## src/rtl/cpu_types_pkg.sv

```systemverilog
// Shared CPU types: cache controller states and address field widths.
package cpu_types_pkg;

    typedef enum logic {
        IDLE = 1'b0,
        FILL = 1'b1
    } icache_state_t;

    // Instructions are word sized, so the low two address bits never select anything.
    localparam int BYTOFF_W = 2;

endpackage

```

## src/rtl/icache_nway_if.sv

```systemverilog
// Fetch-side and memory-side signals of the instruction cache.
interface icache_nway_if #(
    parameter int WORD_W = 32
);
    logic              imemREN;
    logic [WORD_W-1:0] imemaddr;
    logic              dmemREN;
    logic              dmemWEN;
    logic              ihit;
    logic [WORD_W-1:0] imemload;
    logic              iREN;
    logic [WORD_W-1:0] iaddr;
    logic              iwait;
    logic [WORD_W-1:0] iload;

    modport slave (
        input  imemREN, imemaddr, dmemREN, dmemWEN, iwait, iload,
        output ihit, imemload, iREN, iaddr
    );

    modport master (
        output imemREN, imemaddr, dmemREN, dmemWEN, iwait, iload,
        input  ihit, imemload, iREN, iaddr
    );
endinterface

```

## src/rtl/icache_way.sv

```systemverilog
// One cache way: per-set valid bit, tag and data word with combinational lookup.
module icache_way #(
    parameter int NSETS  = 8,
    parameter int TAG_W  = 27,
    parameter int WORD_W = 32,
    localparam int IDX_W = $clog2(NSETS)
) (
    input  logic              CLK,
    input  logic              nRST,
    input  logic              flush,
    input  logic [IDX_W-1:0]  idx,
    input  logic [TAG_W-1:0]  tag,
    output logic              hit,
    output logic              valid,
    output logic [WORD_W-1:0] rdata,
    input  logic              we,
    input  logic [WORD_W-1:0] wdata
);
    logic [NSETS-1:0]  valid_reg;
    logic [TAG_W-1:0]  tag_mem  [NSETS];
    logic [WORD_W-1:0] data_mem [NSETS];

    always_ff @(posedge CLK or negedge nRST) begin
        if (!nRST) begin
            valid_reg <= '0;
        end else if (flush) begin
            valid_reg <= '0;
        end else if (we) begin
            valid_reg[idx] <= 1'b1;
        end
    end

    // Tag/data need no reset: a line is only trusted once its valid bit is set.
    always_ff @(posedge CLK) begin
        if (we) begin
            tag_mem[idx]  <= tag;
            data_mem[idx] <= wdata;
        end
    end

    assign valid = valid_reg[idx];
    assign hit   = valid && (tag_mem[idx] == tag);
    assign rdata = data_mem[idx];

endmodule

```

## src/rtl/icache_nway.sv

```systemverilog
// 1- or 2-way set-associative instruction cache with one-word lines and LRU replacement.
module icache_nway
    import cpu_types_pkg::*;
#(
    parameter int NSETS  = 8,
    parameter int NWAYS  = 2,
    parameter int WORD_W = 32
) (
    input  logic         CLK,
    input  logic         nRST,
    input  logic         flush,
    icache_nway_if.slave bus,
    output logic [31:0]  hit_count,
    output logic [31:0]  miss_count
);
    localparam int IDX_W = $clog2(NSETS);
    localparam int TAG_W = WORD_W - BYTOFF_W - IDX_W;

    icache_state_t     state_reg, state_next;
    logic [WORD_W-1:0] miss_addr_reg;
    logic [NSETS-1:0]  lru_reg;

    logic [WORD_W-1:0] look_addr;
    logic [IDX_W-1:0]  look_idx;
    logic [TAG_W-1:0]  look_tag;
    logic [NWAYS-1:0]  way_hit, way_valid, way_we;
    logic [WORD_W-1:0] way_data [NWAYS];
    logic [WORD_W-1:0] load_sel;
    logic              any_hit, hit_way, victim;
    logic              fetch_ok, ihit_int, miss_start, fill_done;

    // During FILL the single lookup port is steered to the miss line so the
    // victim choice and the write both see the set being filled.
    assign look_addr = (state_reg == FILL) ? miss_addr_reg : bus.imemaddr;
    assign look_idx  = look_addr[BYTOFF_W +: IDX_W];
    assign look_tag  = look_addr[WORD_W-1 -: TAG_W];

    generate
        for (genvar gi = 0; gi < NWAYS; gi++) begin : g_way
            icache_way #(
                .NSETS  (NSETS),
                .TAG_W  (TAG_W),
                .WORD_W (WORD_W)
            ) u_way (
                .CLK   (CLK),
                .nRST  (nRST),
                .flush (flush),
                .idx   (look_idx),
                .tag   (look_tag),
                .hit   (way_hit[gi]),
                .valid (way_valid[gi]),
                .rdata (way_data[gi]),
                .we    (way_we[gi]),
                .wdata (bus.iload)
            );
            assign way_we[gi] = fill_done && (victim == 1'(gi));
        end
    endgenerate

    always_comb begin
        any_hit  = 1'b0;
        hit_way  = 1'b0;
        load_sel = '0;
        victim   = (NWAYS == 1) ? 1'b0 : lru_reg[look_idx];
        for (int w = 0; w < NWAYS; w++) begin
            if (way_hit[w]) begin
                any_hit  = 1'b1;
                hit_way  = 1'(w);
                load_sel = way_data[w];
            end
        end
        // Walk downwards so the lowest-numbered invalid way wins.
        for (int w = NWAYS - 1; w >= 0; w--) begin
            if (!way_valid[w]) begin
                victim = 1'(w);
            end
        end
    end

    assign fetch_ok     = bus.imemREN && !bus.dmemREN && !bus.dmemWEN && !flush;
    assign ihit_int     = fetch_ok && (state_reg == IDLE) && any_hit;
    assign bus.ihit     = ihit_int;
    assign bus.imemload = load_sel;
    assign bus.iREN     = (state_reg == FILL);
    assign bus.iaddr    = (state_reg == FILL) ? miss_addr_reg : '0;

    always_comb begin
        state_next = state_reg;
        miss_start = 1'b0;
        fill_done  = 1'b0;
        case (state_reg)
            IDLE: begin
                if (fetch_ok && !any_hit) begin
                    miss_start = 1'b1;
                    state_next = FILL;
                end
            end
            FILL: begin
                if (flush) begin
                    state_next = IDLE;
                end else if (!bus.iwait) begin
                    fill_done  = 1'b1;
                    state_next = IDLE;
                end
            end
            default: state_next = IDLE;
        endcase
    end

    always_ff @(posedge CLK or negedge nRST) begin
        if (!nRST) begin
            state_reg     <= IDLE;
            miss_addr_reg <= '0;
            lru_reg       <= '0;
            hit_count     <= '0;
            miss_count    <= '0;
        end else begin
            state_reg <= state_next;
            if (miss_start) begin
                miss_addr_reg <= {bus.imemaddr[WORD_W-1:BYTOFF_W], {BYTOFF_W{1'b0}}};
            end
            if (ihit_int) begin
                lru_reg[look_idx] <= ~hit_way;
            end else if (fill_done) begin
                lru_reg[look_idx] <= ~victim;
            end
            if (ihit_int && (hit_count != '1)) begin
                hit_count <= hit_count + 32'd1;
            end
            if (miss_start && (miss_count != '1)) begin
                miss_count <= miss_count + 32'd1;
            end
        end
    end

endmodule

```

## src/flat_wrapper.sv

```systemverilog
// flat-port wrapper written by rule: the top's interface ports become plain ports
module icache_nway_flat import cpu_types_pkg::*;
#(
    parameter int NSETS  = 8,
    parameter int NWAYS  = 2,
    parameter int WORD_W = 32
)
  (CLK, nRST, flush, hit_count, miss_count, bus_imemREN, bus_imemaddr, bus_dmemREN, bus_dmemWEN, bus_iwait, bus_iload, bus_ihit, bus_imemload, bus_iREN, bus_iaddr);
  icache_nway_if #(.WORD_W(WORD_W)) bus_i ();
  input  logic CLK;
  input  logic nRST;
  input  logic flush;
  output logic [31:0] hit_count;
  output logic [31:0] miss_count;
  input wire logic [$bits(bus_i.imemREN)-1:0] bus_imemREN;
  input wire logic [$bits(bus_i.imemaddr)-1:0] bus_imemaddr;
  input wire logic [$bits(bus_i.dmemREN)-1:0] bus_dmemREN;
  input wire logic [$bits(bus_i.dmemWEN)-1:0] bus_dmemWEN;
  input wire logic [$bits(bus_i.iwait)-1:0] bus_iwait;
  input wire logic [$bits(bus_i.iload)-1:0] bus_iload;
  output wire logic [$bits(bus_i.ihit)-1:0] bus_ihit;
  output wire logic [$bits(bus_i.imemload)-1:0] bus_imemload;
  output wire logic [$bits(bus_i.iREN)-1:0] bus_iREN;
  output wire logic [$bits(bus_i.iaddr)-1:0] bus_iaddr;
  assign bus_i.imemREN = bus_imemREN;
  assign bus_i.imemaddr = bus_imemaddr;
  assign bus_i.dmemREN = bus_dmemREN;
  assign bus_i.dmemWEN = bus_dmemWEN;
  assign bus_i.iwait = bus_iwait;
  assign bus_i.iload = bus_iload;
  assign bus_ihit = bus_i.ihit;
  assign bus_imemload = bus_i.imemload;
  assign bus_iREN = bus_i.iREN;
  assign bus_iaddr = bus_i.iaddr;
  icache_nway #(.NSETS(NSETS), .NWAYS(NWAYS), .WORD_W(WORD_W)) u_core (.CLK(CLK), .nRST(nRST), .flush(flush), .bus(bus_i), .hit_count(hit_count), .miss_count(miss_count));
endmodule
```

## config.mk

```make
export PLATFORM = sky130hd
export DESIGN_NAME = icache_nway_flat
export DESIGN_NICKNAME = d
export VERILOG_FILES = /design/src/rtl/cpu_types_pkg.sv /design/src/rtl/icache_nway_if.sv /design/src/rtl/icache_way.sv /design/src/rtl/icache_nway.sv /design/src/flat_wrapper.sv
export SDC_FILE = /design/constraint.sdc
export NUM_CORES = 1
export LEC_CHECK = 0
export ABC_AREA = 1
export CAP_MARGIN = 15
export CORE_UTILIZATION = 50
export CTS_BUF_LIST = sky130_fd_sc_hd__clkbuf_4 sky130_fd_sc_hd__clkbuf_8
export CTS_CLUSTER_SIZE = 24
export DETAILED_ROUTE_END_ITERATION = 12
export MAX_ROUTING_LAYER = met4
export PLACE_DENSITY = 0.68
export SYNTH_ARGS = -nofsm -noshare
export SYNTH_HDL_FRONTEND = slang
export SYNTH_SLANG_ARGS = --single-unit
```

## constraint.sdc

```tcl
create_clock -name CLK -period 7.6 [get_ports CLK]
set_clock_uncertainty 0.2 [all_clocks]
set_input_delay 2.28 -clock CLK [delete_from_list [all_inputs] [get_ports CLK]]
set_output_delay 2.28 -clock CLK [all_outputs]
set_load 0.005 [all_outputs]
```

# [Word level (Yosys, flattened, before mapping)]
# Memory sizes are Yosys's and may differ from the RTL's.
# Index checks and enable logic that the tools add are counted.
[totals] regBits=119 ram_bits=944 input_bits=71 output_inout_bits=130 elab_cells=81 mem_count=4
[classes] addsub=2 n_lt_le_gt_ge=2 n_eq_ne=4 muxes=37 bitwise=5 reduce_logical=20
[memory_table] name="u_core.g_way[0].u_way.data_mem" words=8 word_bits=32 read_ports=1 rd_ports_with_merged_regs=0 write_ports=1 line_no="icache_way.sv:21" rtl="logic [WORD_W-1:0] data_mem [NSETS];"
[memory_table] name="u_core.g_way[1].u_way.data_mem" words=8 word_bits=32 read_ports=1 rd_ports_with_merged_regs=0 write_ports=1 line_no="icache_way.sv:21"
[memory_table] name="u_core.g_way[0].u_way.tag_mem" words=8 word_bits=27 read_ports=1 rd_ports_with_merged_regs=0 write_ports=1 line_no="icache_way.sv:20" rtl="logic [TAG_W-1:0] tag_mem [NSETS];"
[memory_table] name="u_core.g_way[1].u_way.tag_mem" words=8 word_bits=27 read_ports=1 rd_ports_with_merged_regs=0 write_ports=1 line_no="icache_way.sv:20"
[op_table] operator="$mux 32" n=4
[op_table] operator="$add 32x1->32 const B" n=2
[op_table] operator="$ne 32x32->1 const B" n=2
[op_table] operator="$eq 27x27->1" n=2
[op_table] operator="$mux 8" n=6
[op_table] operator="$mux 1" n=20
[op_table] operator="$bwmux 8" n=2
[op_table] operator="$or 8x8->8" n=2
[op_table] operator="$logic_and 1x1->1" n=13
[op_table] operator="$bmux 1 s3" n=3
[op_table] operator="$reduce_bool 2->1" n=3
[op_table] operator="$logic_not 1->1" n=4
[op_table] operator="$lt 3x4->1 const B" n=1
[op_table] operator="$demux 1 s3" n=1
[op_table] operator="$ge 3x1->1 const B" n=1
[op_table] operator="$not 1->1" n=3
[op_table] operator="$pmux 1 s2" n=1

# [Logic depth before layout (Yosys ltp)]
# Gate-level depths: netlist of run 1.
[depth] ltp_word=11 depth_mapped=27 depth_no_buf=22

# [Cells and area by module]
# Synthesis of run 1 repeated with hierarchy kept, for this count alone.
[hier_totals] cells_unflattened=4154 area_unflattened_um2=45190.8
[by_module_without_submodules] mod="icache_way (u_core.g_way[1].u_way)" instances=1 cells_per_inst=1602 area_each_um2=19363.6 seq_area_each_um2=14373.8
[by_module_without_submodules] mod="icache_way (u_core.g_way[0].u_way)" instances=1 cells_per_inst=1594 area_each_um2=19333.5 seq_area_each_um2=14373.8
[by_module_without_submodules] mod="icache_nway" instances=1 cells_per_inst=958 area_each_um2=6493.7 seq_area_each_um2=2577.5

# [Worst setup path after synthesis of run 1]
# No wires, ideal clock.
[synth_path] path_type="in2reg" from="input port bus_imemaddr[3]" to="memory u_core.g_way[1].u_way.data_mem[0][0] (enable)" setup_time_ns=0.478 arrival_time_ns=6.480 t_required_ns=6.922 slack_ns=0.443 cell_stages=15 n_path_buf=1 path_cell_list="inv_1 nor2_1 nor2_8 nor2_4 buf_2 inv_1 nor2_1 a221oi_1 nand4_1 inv_1 nand2_1 nand2_1 inv_1 nand2_1 nor2_1"
[synth_via] elab_chain_len=8 elab_cells_between_ends=12 cone_classes="mux (11); reduce/logical (1)"
[synth_lines] element="from (decl)" line_no="flat_wrapper.sv:16" rtl="input wire logic [$bits(bus_i.imemaddr)-1:0] bus_imemaddr;"
[synth_lines] element="$mux 32 (*)" line_no="icache_nway.sv:34" rtl="assign look_addr = (state_reg == FILL) ? miss_addr_reg : bus.imemaddr;"
[synth_lines] element="$bmux 1 s3 (on tied branches)" line_no="icache_nway.sv:64, icache_way.sv:41"
[synth_lines] element="$mux 1 (on tied branches)" line_no="icache_nway.sv:64, icache_way.sv:41"
[synth_lines] element="$mux 1 (2 in a row)" line_no="icache_nway.sv:74" rtl="if (!way_valid[w]) begin"
[synth_lines] element="$logic_and 1x1->1" line_no="icache_nway.sv:56" rtl="assign way_we[gi] = fill_done && (victim == 1'(gi));"
[synth_lines] element="$mux 1" line_no="icache_way.sv:35" rtl="if (we) begin"
[synth_lines] element="$mux 1 (implied by the code)" line_no="icache_way.sv:37" rtl="data_mem[idx] <= wdata;"
[synth_lines] element="to (decl)" line_no="icache_way.sv:21"
# Every way passes the cells marked *; elsewhere a longest branch is shown, timed or not. The select of a mux whose other input is x is not followed.

# [Worst setup path in the final report of run 1]
[layout_path] from="input port bus_imemaddr[2]" to="output port bus_imemload[27]"
[layout_via] elab_chain_len=6 elab_cells_between_ends=15 cone_classes="eq/ne (2); mux (7); reduce/logical (2); memory (4)"
[layout_lines] element="$mux 32 (*)" line_no="icache_nway.sv:34"
[layout_lines] element="$mem_v2 8x27 / $bmux 1 s3 (equally long branches)"
[layout_lines] element="$eq 27x27->1 / $mux 1 (equally long branches)" line_no="icache_way.sv:42, icache_way.sv:41"
[layout_lines] element="$logic_and 1x1->1" line_no="icache_way.sv:42" rtl="assign hit = valid && (tag_mem[idx] == tag);"
[layout_lines] element="$mux 32" line_no="icache_nway.sv:66" rtl="if (way_hit[w]) begin"
[layout_lines] element="$mux 32 (*)" line_no="icache_nway.sv:66"
[layout_lines] element="to (decl)" line_no="flat_wrapper.sv:22" rtl="output wire logic [$bits(bus_i.imemload)-1:0] bus_imemload;"
# Marked as above.

==> results of run 1 <==
-- what timing repair did --
| action | CTS | global route |
|---|---|---|
| setup endpoints to repair | 33 | 33 |
| pin swaps | 37 | 70 |
| buffers inserted | 49 | 12 |
| gates cloned | 15 | 5 |
| hold endpoints to repair | 0 | 0 |
| resized for setup | 300 | 164 |
| hold buffers | 0 | 0 |
-- power by group --
part / switching (mW) / internal, mW / leakage (nW)
Sequential: 0.0302 / 6.42 / 10.1
Combinational: 0.791 / 0.556 / 11.2
Clock: 2.34 / 2.68 / 1.84
-- cell type report --
type / count / area share
Sequential cell: 1063 / 0.544
Multi-Input combinational cell: 2593 / 0.234
Timing Repair Buffer: 663 / 0.115
Clock buffer: 238 / 0.0506
Tap cell: 1176 / 0.0255
Inverter: 312 / 0.0209
Clock inverter: 71 / 0.00990
Antenna cell: 3 / 0.000130
Timing Repair inverter: 1 / 0.000109
-- cell families after synthesis --
family,synth area share
AO/OA/AOI/OAI,0.0607
XOR/XNOR,0.0101
adder cells (fa/ha/maj),0.000546
buffers and inverters,0.0482
flip-flops,0.683
other,0.0000818
AND/OR/NAND/NOR,0.197
-- worst min path at each step --
stage | depth (start not counted) | startpoint | to
6_report | 2 | u_core.miss_addr_reg[16] | u_core.miss_addr_reg[16]
5_1_grt | 2 | u_core.miss_addr_reg[8] | u_core.miss_addr_reg[8]
4_1_cts | 2 | u_core.miss_addr_reg[11] | u_core.miss_addr_reg[11]
3_5_place_dp | 2 | u_core.miss_addr_reg[11] | u_core.miss_addr_reg[11]
3_3_place_gp | 2 | u_core.miss_addr_reg[26] | u_core.miss_addr_reg[26]
2_1_floorplan | 2 | u_core.miss_addr_reg[10] | u_core.miss_addr_reg[10]
-- worst min-delay path, delay by kind of cell (launching register included) --
kind / cells / cell delay (ps)
DFF: 1 / 340
and+or+nand+nor: 2 / 100
-- cell usage in the layout, fill, tap and decap left out, types with 44 or more instances in the layout --
cell type                         Yosys  final
sky130_fd_sc_hd__buf_12               0     70
sky130_fd_sc_hd__buf_4               28    350
sky130_fd_sc_hd__clkbuf_4             0     58
sky130_fd_sc_hd__clkbuf_8             0    180
sky130_fd_sc_hd__clkdlybuf4s50_1      0    159
sky130_fd_sc_hd__dfrtp_1            119    119
sky130_fd_sc_hd__edfxtp_1           944    944
sky130_fd_sc_hd__inv_1              298    291
sky130_fd_sc_hd__nand2_1           1402   1329
sky130_fd_sc_hd__nand2_2              9     73
sky130_fd_sc_hd__nand3_1            183    165
sky130_fd_sc_hd__nand3b_1            68     68
sky130_fd_sc_hd__nand4_1             98     98
sky130_fd_sc_hd__nor2_1             212    162
sky130_fd_sc_hd__nor3_1              69     65
sky130_fd_sc_hd__o21ai_0            116     95
sky130_fd_sc_hd__o21ai_1             31     44
sky130_fd_sc_hd__o22ai_1             71     71
-- stage by stage --
stage / power, mW / util
after floorplan: 7.13 / -
after global placement: 7.71 / 0.576
after detailed placement: 7.73 / 0.576
after CTS: 12.8 / 0.630
after global routing: 13.2 / 0.637
final: 12.8 / 0.637
-- layer usage --
| layer | part of all wire | routed length (µm) | vias to the layer above | global-route usage |
|---|---|---|---|---|
| met4 | 0.028 | 3670 | 0 | 0.105 |
| li1 | - | - | 15700 | - |
| met2 | 0.48 | 63500 | 1451 | 0.465 |
| met3 | 0.076 | 10000 | 258 | 0.0426 |
| met5 | 0 | 0 | - | - |
| met1 | 0.41 | 54100 | 16400 | 0.376 |
==> summary.md, run 1 <==
Count of nets after finishing: 4,877. Maximum number of buffers from clock root to sink: 3. In this run the critical register-to-register path is captured at u_core.hit_count[19]. The tools report the critical path arrival as 5120 ps. After technology mapping, the gate count stands at 4,156.

The dominant cell by count in the synthesized netlist was sky130_fd_sc_hd__nand2_1. The portion of the clock cycle consumed by the worst path in the final layout is 1.00. End of the critical path: bus_imemload[27]. The post-route worst setup slack was -1.48 ps. The tree is rooted in a sky130_fd_sc_hd__clkbuf_8. In this run the number of cells on the critical path is 22. The tools report the global router's overall resource usage as 0.290. The overall die area is 92,900 µm², and the width of the die is 305 µm. The run gives 197,000 µm as the first-pass GRT wire length. The register containing the most flip-flops in the final layout was u_core.g_way.u_way.data_mem. The area of placed instances came out at 52,100 µm². Setup repair after global routing could not meet its margin everywhere. The tools report the post-synthesis cell area as 45,800 µm². The synthesized netlist contains 54 unique library cells. The largest registers in the layout are u_core.g_way.u_way.data_mem x512, u_core.g_way.u_way.tag_mem x432.

Worst path required time: 5120 ps. The logs give 0 for the number of max-slew violations in the final report and -926 ps for the post-place setup slack. The clock tree synthesis step divided the H-tree into 4 levels. The path class of the tightest hold or removal check is flop to flop. The worst register-to-register path has a depth of 33.

The number of endpoints failing setup at the final stage is 1. The initial standard-cell utilization of the core is 0.507, and the top achievable clock speed is 0.132 GHz. After detailed routing, the average wire length per cell comes to 21.5 µm. The run gives 87 as the largest net degree at the start of global routing. The synthesized design spends more area on one cell type than any other, namely sky130_fd_sc_hd__edfxtp_1. The number of DRC violations after detailed-routing iteration 0 came out at 3,470. The run gives 0.323 as the max-slew headroom at the worst pin.

On the critical path the largest part of the delay comes from simple AND/OR/NAND/NOR gates. The count of cells in the finished layout, fillers not included, comes to 6,120. Summed over all failing endpoints, the final setup total negative slack is -1.48 ps. The most used flip-flop cell after synthesis is sky130_fd_sc_hd__edfxtp_1. For the pin with the worst max-slew slack, the measured transition is 1020 ps.

By area the synthesized netlist is led by sky130_fd_sc_hd__edfxtp_1 (62%), sky130_fd_sc_hd__nand2_1 (11%), sky130_fd_sc_hd__dfrtp_1 (6.5%). In the final layout, the multi-input gates occupy 13,500 µm². The tools report the via count of the first global-routing pass as 33,000. The tools report the number of fillers in the final layout as 6,828. Clock-pin slew was measured on the worst setup and hold paths at 60 ps. Number of warning messages in the yosys log: 0. The detail route stage leaves a number of antenna-violating nets equal to 0.

The tools report the start point of the critical path as bus_imemaddr[2]. Port buffering added 196 buffers. The largest single stage delay on the critical path is 240 ps. Total detailed-routing wirelength: 131,000 µm. The area growth from synthesis to layout is 25.6%, and the share of Yosys cell area claimed by the top area cell type is 0.618.

The worst register-to-register path begins at u_core.bus.iREN. 201 I/O pins were placed. In the synthesized netlist, the cells that appear most often are sky130_fd_sc_hd__nand2_1 (1,402), sky130_fd_sc_hd__edfxtp_1 (944), sky130_fd_sc_hd__inv_1 (298). The run gives 77,800 µm as the detailed-placement wirelength estimate. The run gives 0.683 as the share of synthesized area occupied by flip-flops and latches. The number of clock sinks was 1,063.

Power spread over the standard cell area amounts to 223 nW/µm². The post-route minimum period was 7600 ps. Summed over all cells, the static leakage comes to 23.1 nW.

Async set or reset register ratio after synthesis: 0.112. The vias per cell was 5.53. The die outline height came out at 305 µm. The maximum vdd ir drop is 0.173 mV, and the max capacitance violation total is 0. TritonCTS built the clock tree. The initial antenna violation count is 2, and the number of buffer and inverter stages on the critical path is 9. The setup check on the worst reg-to-reg path leaves a slack of 2180 ps. The tools report the area of the placeable core as 90,400 µm².

The share of final-layout standard cells stronger than drive strength 1 came out at 0.210. The count of flip-flops with a built-in enable after synthesis was 944; the flip-flop count of the largest register, all copies and words added was 512. The register bit total from synthesis is 1,063. Row generation in the floorplan step produced 110 rows.

The critical path is of the primary input to output pin type. The checks that failed: setup timing. Count of TritonRoute iterations in the first routing pass: 5. The flow ran to the end, but the final reports show violations. For the worst-skew pair, the clock arrives at the later sink with an insertion delay of 860 ps. The final hold slack was 271 ps; the largest fanout on the critical path was 6. The total congestion overflow after global routing came out at 0. Total via count after detailed routing: 33,800. The number of placed instances, taps included, is 5,731.

After synthesis, the mean cell area works out to 11.0 µm². For the number of failing hold endpoints at the final stage, the log shows 0. Among all stages on the critical path, the largest delay is contributed by sky130_fd_sc_hd__nor2_4. Summing all flip-flop and latch instances after layout gives 31,300 µm². Final weighted congestion in routability-driven placement: 0.928.

The number of clock buffers added by TritonCTS is 170. The sort of element at the end of the critical path was an output pin. The cell area after layout was 57,600 µm². Traced cell by cell, the critical path runs through buf_8 -> nand2_8 -> nand2_8 -> buf_8 -> buf_12 -> clkbuf_16 -> nand2_1 -> nand3_4 -> nand2_4 -> nor3_4 -> nor2_1 -> nand3b_1 -> nor2_1 -> inv_1 -> nor2_4 -> nand2_2 -> nor2_4 -> clkinv_4 -> buf_12 -> buf_16 -> o31ai_4 -> buf_2. After detailed routing, the number of remaining DRC violations is 0. The tools report the sort of element at the start of the critical path as a primary input.
Note: power is estimated with default switching activity, not from simulation.
==> run 2, diff against run 1 <==
ABC_CLOCK_PERIOD_IN_PS = 7600   (was unset)
==> results of run 2 <==
Final layout, timing and power as in run 1 (identical DEF).
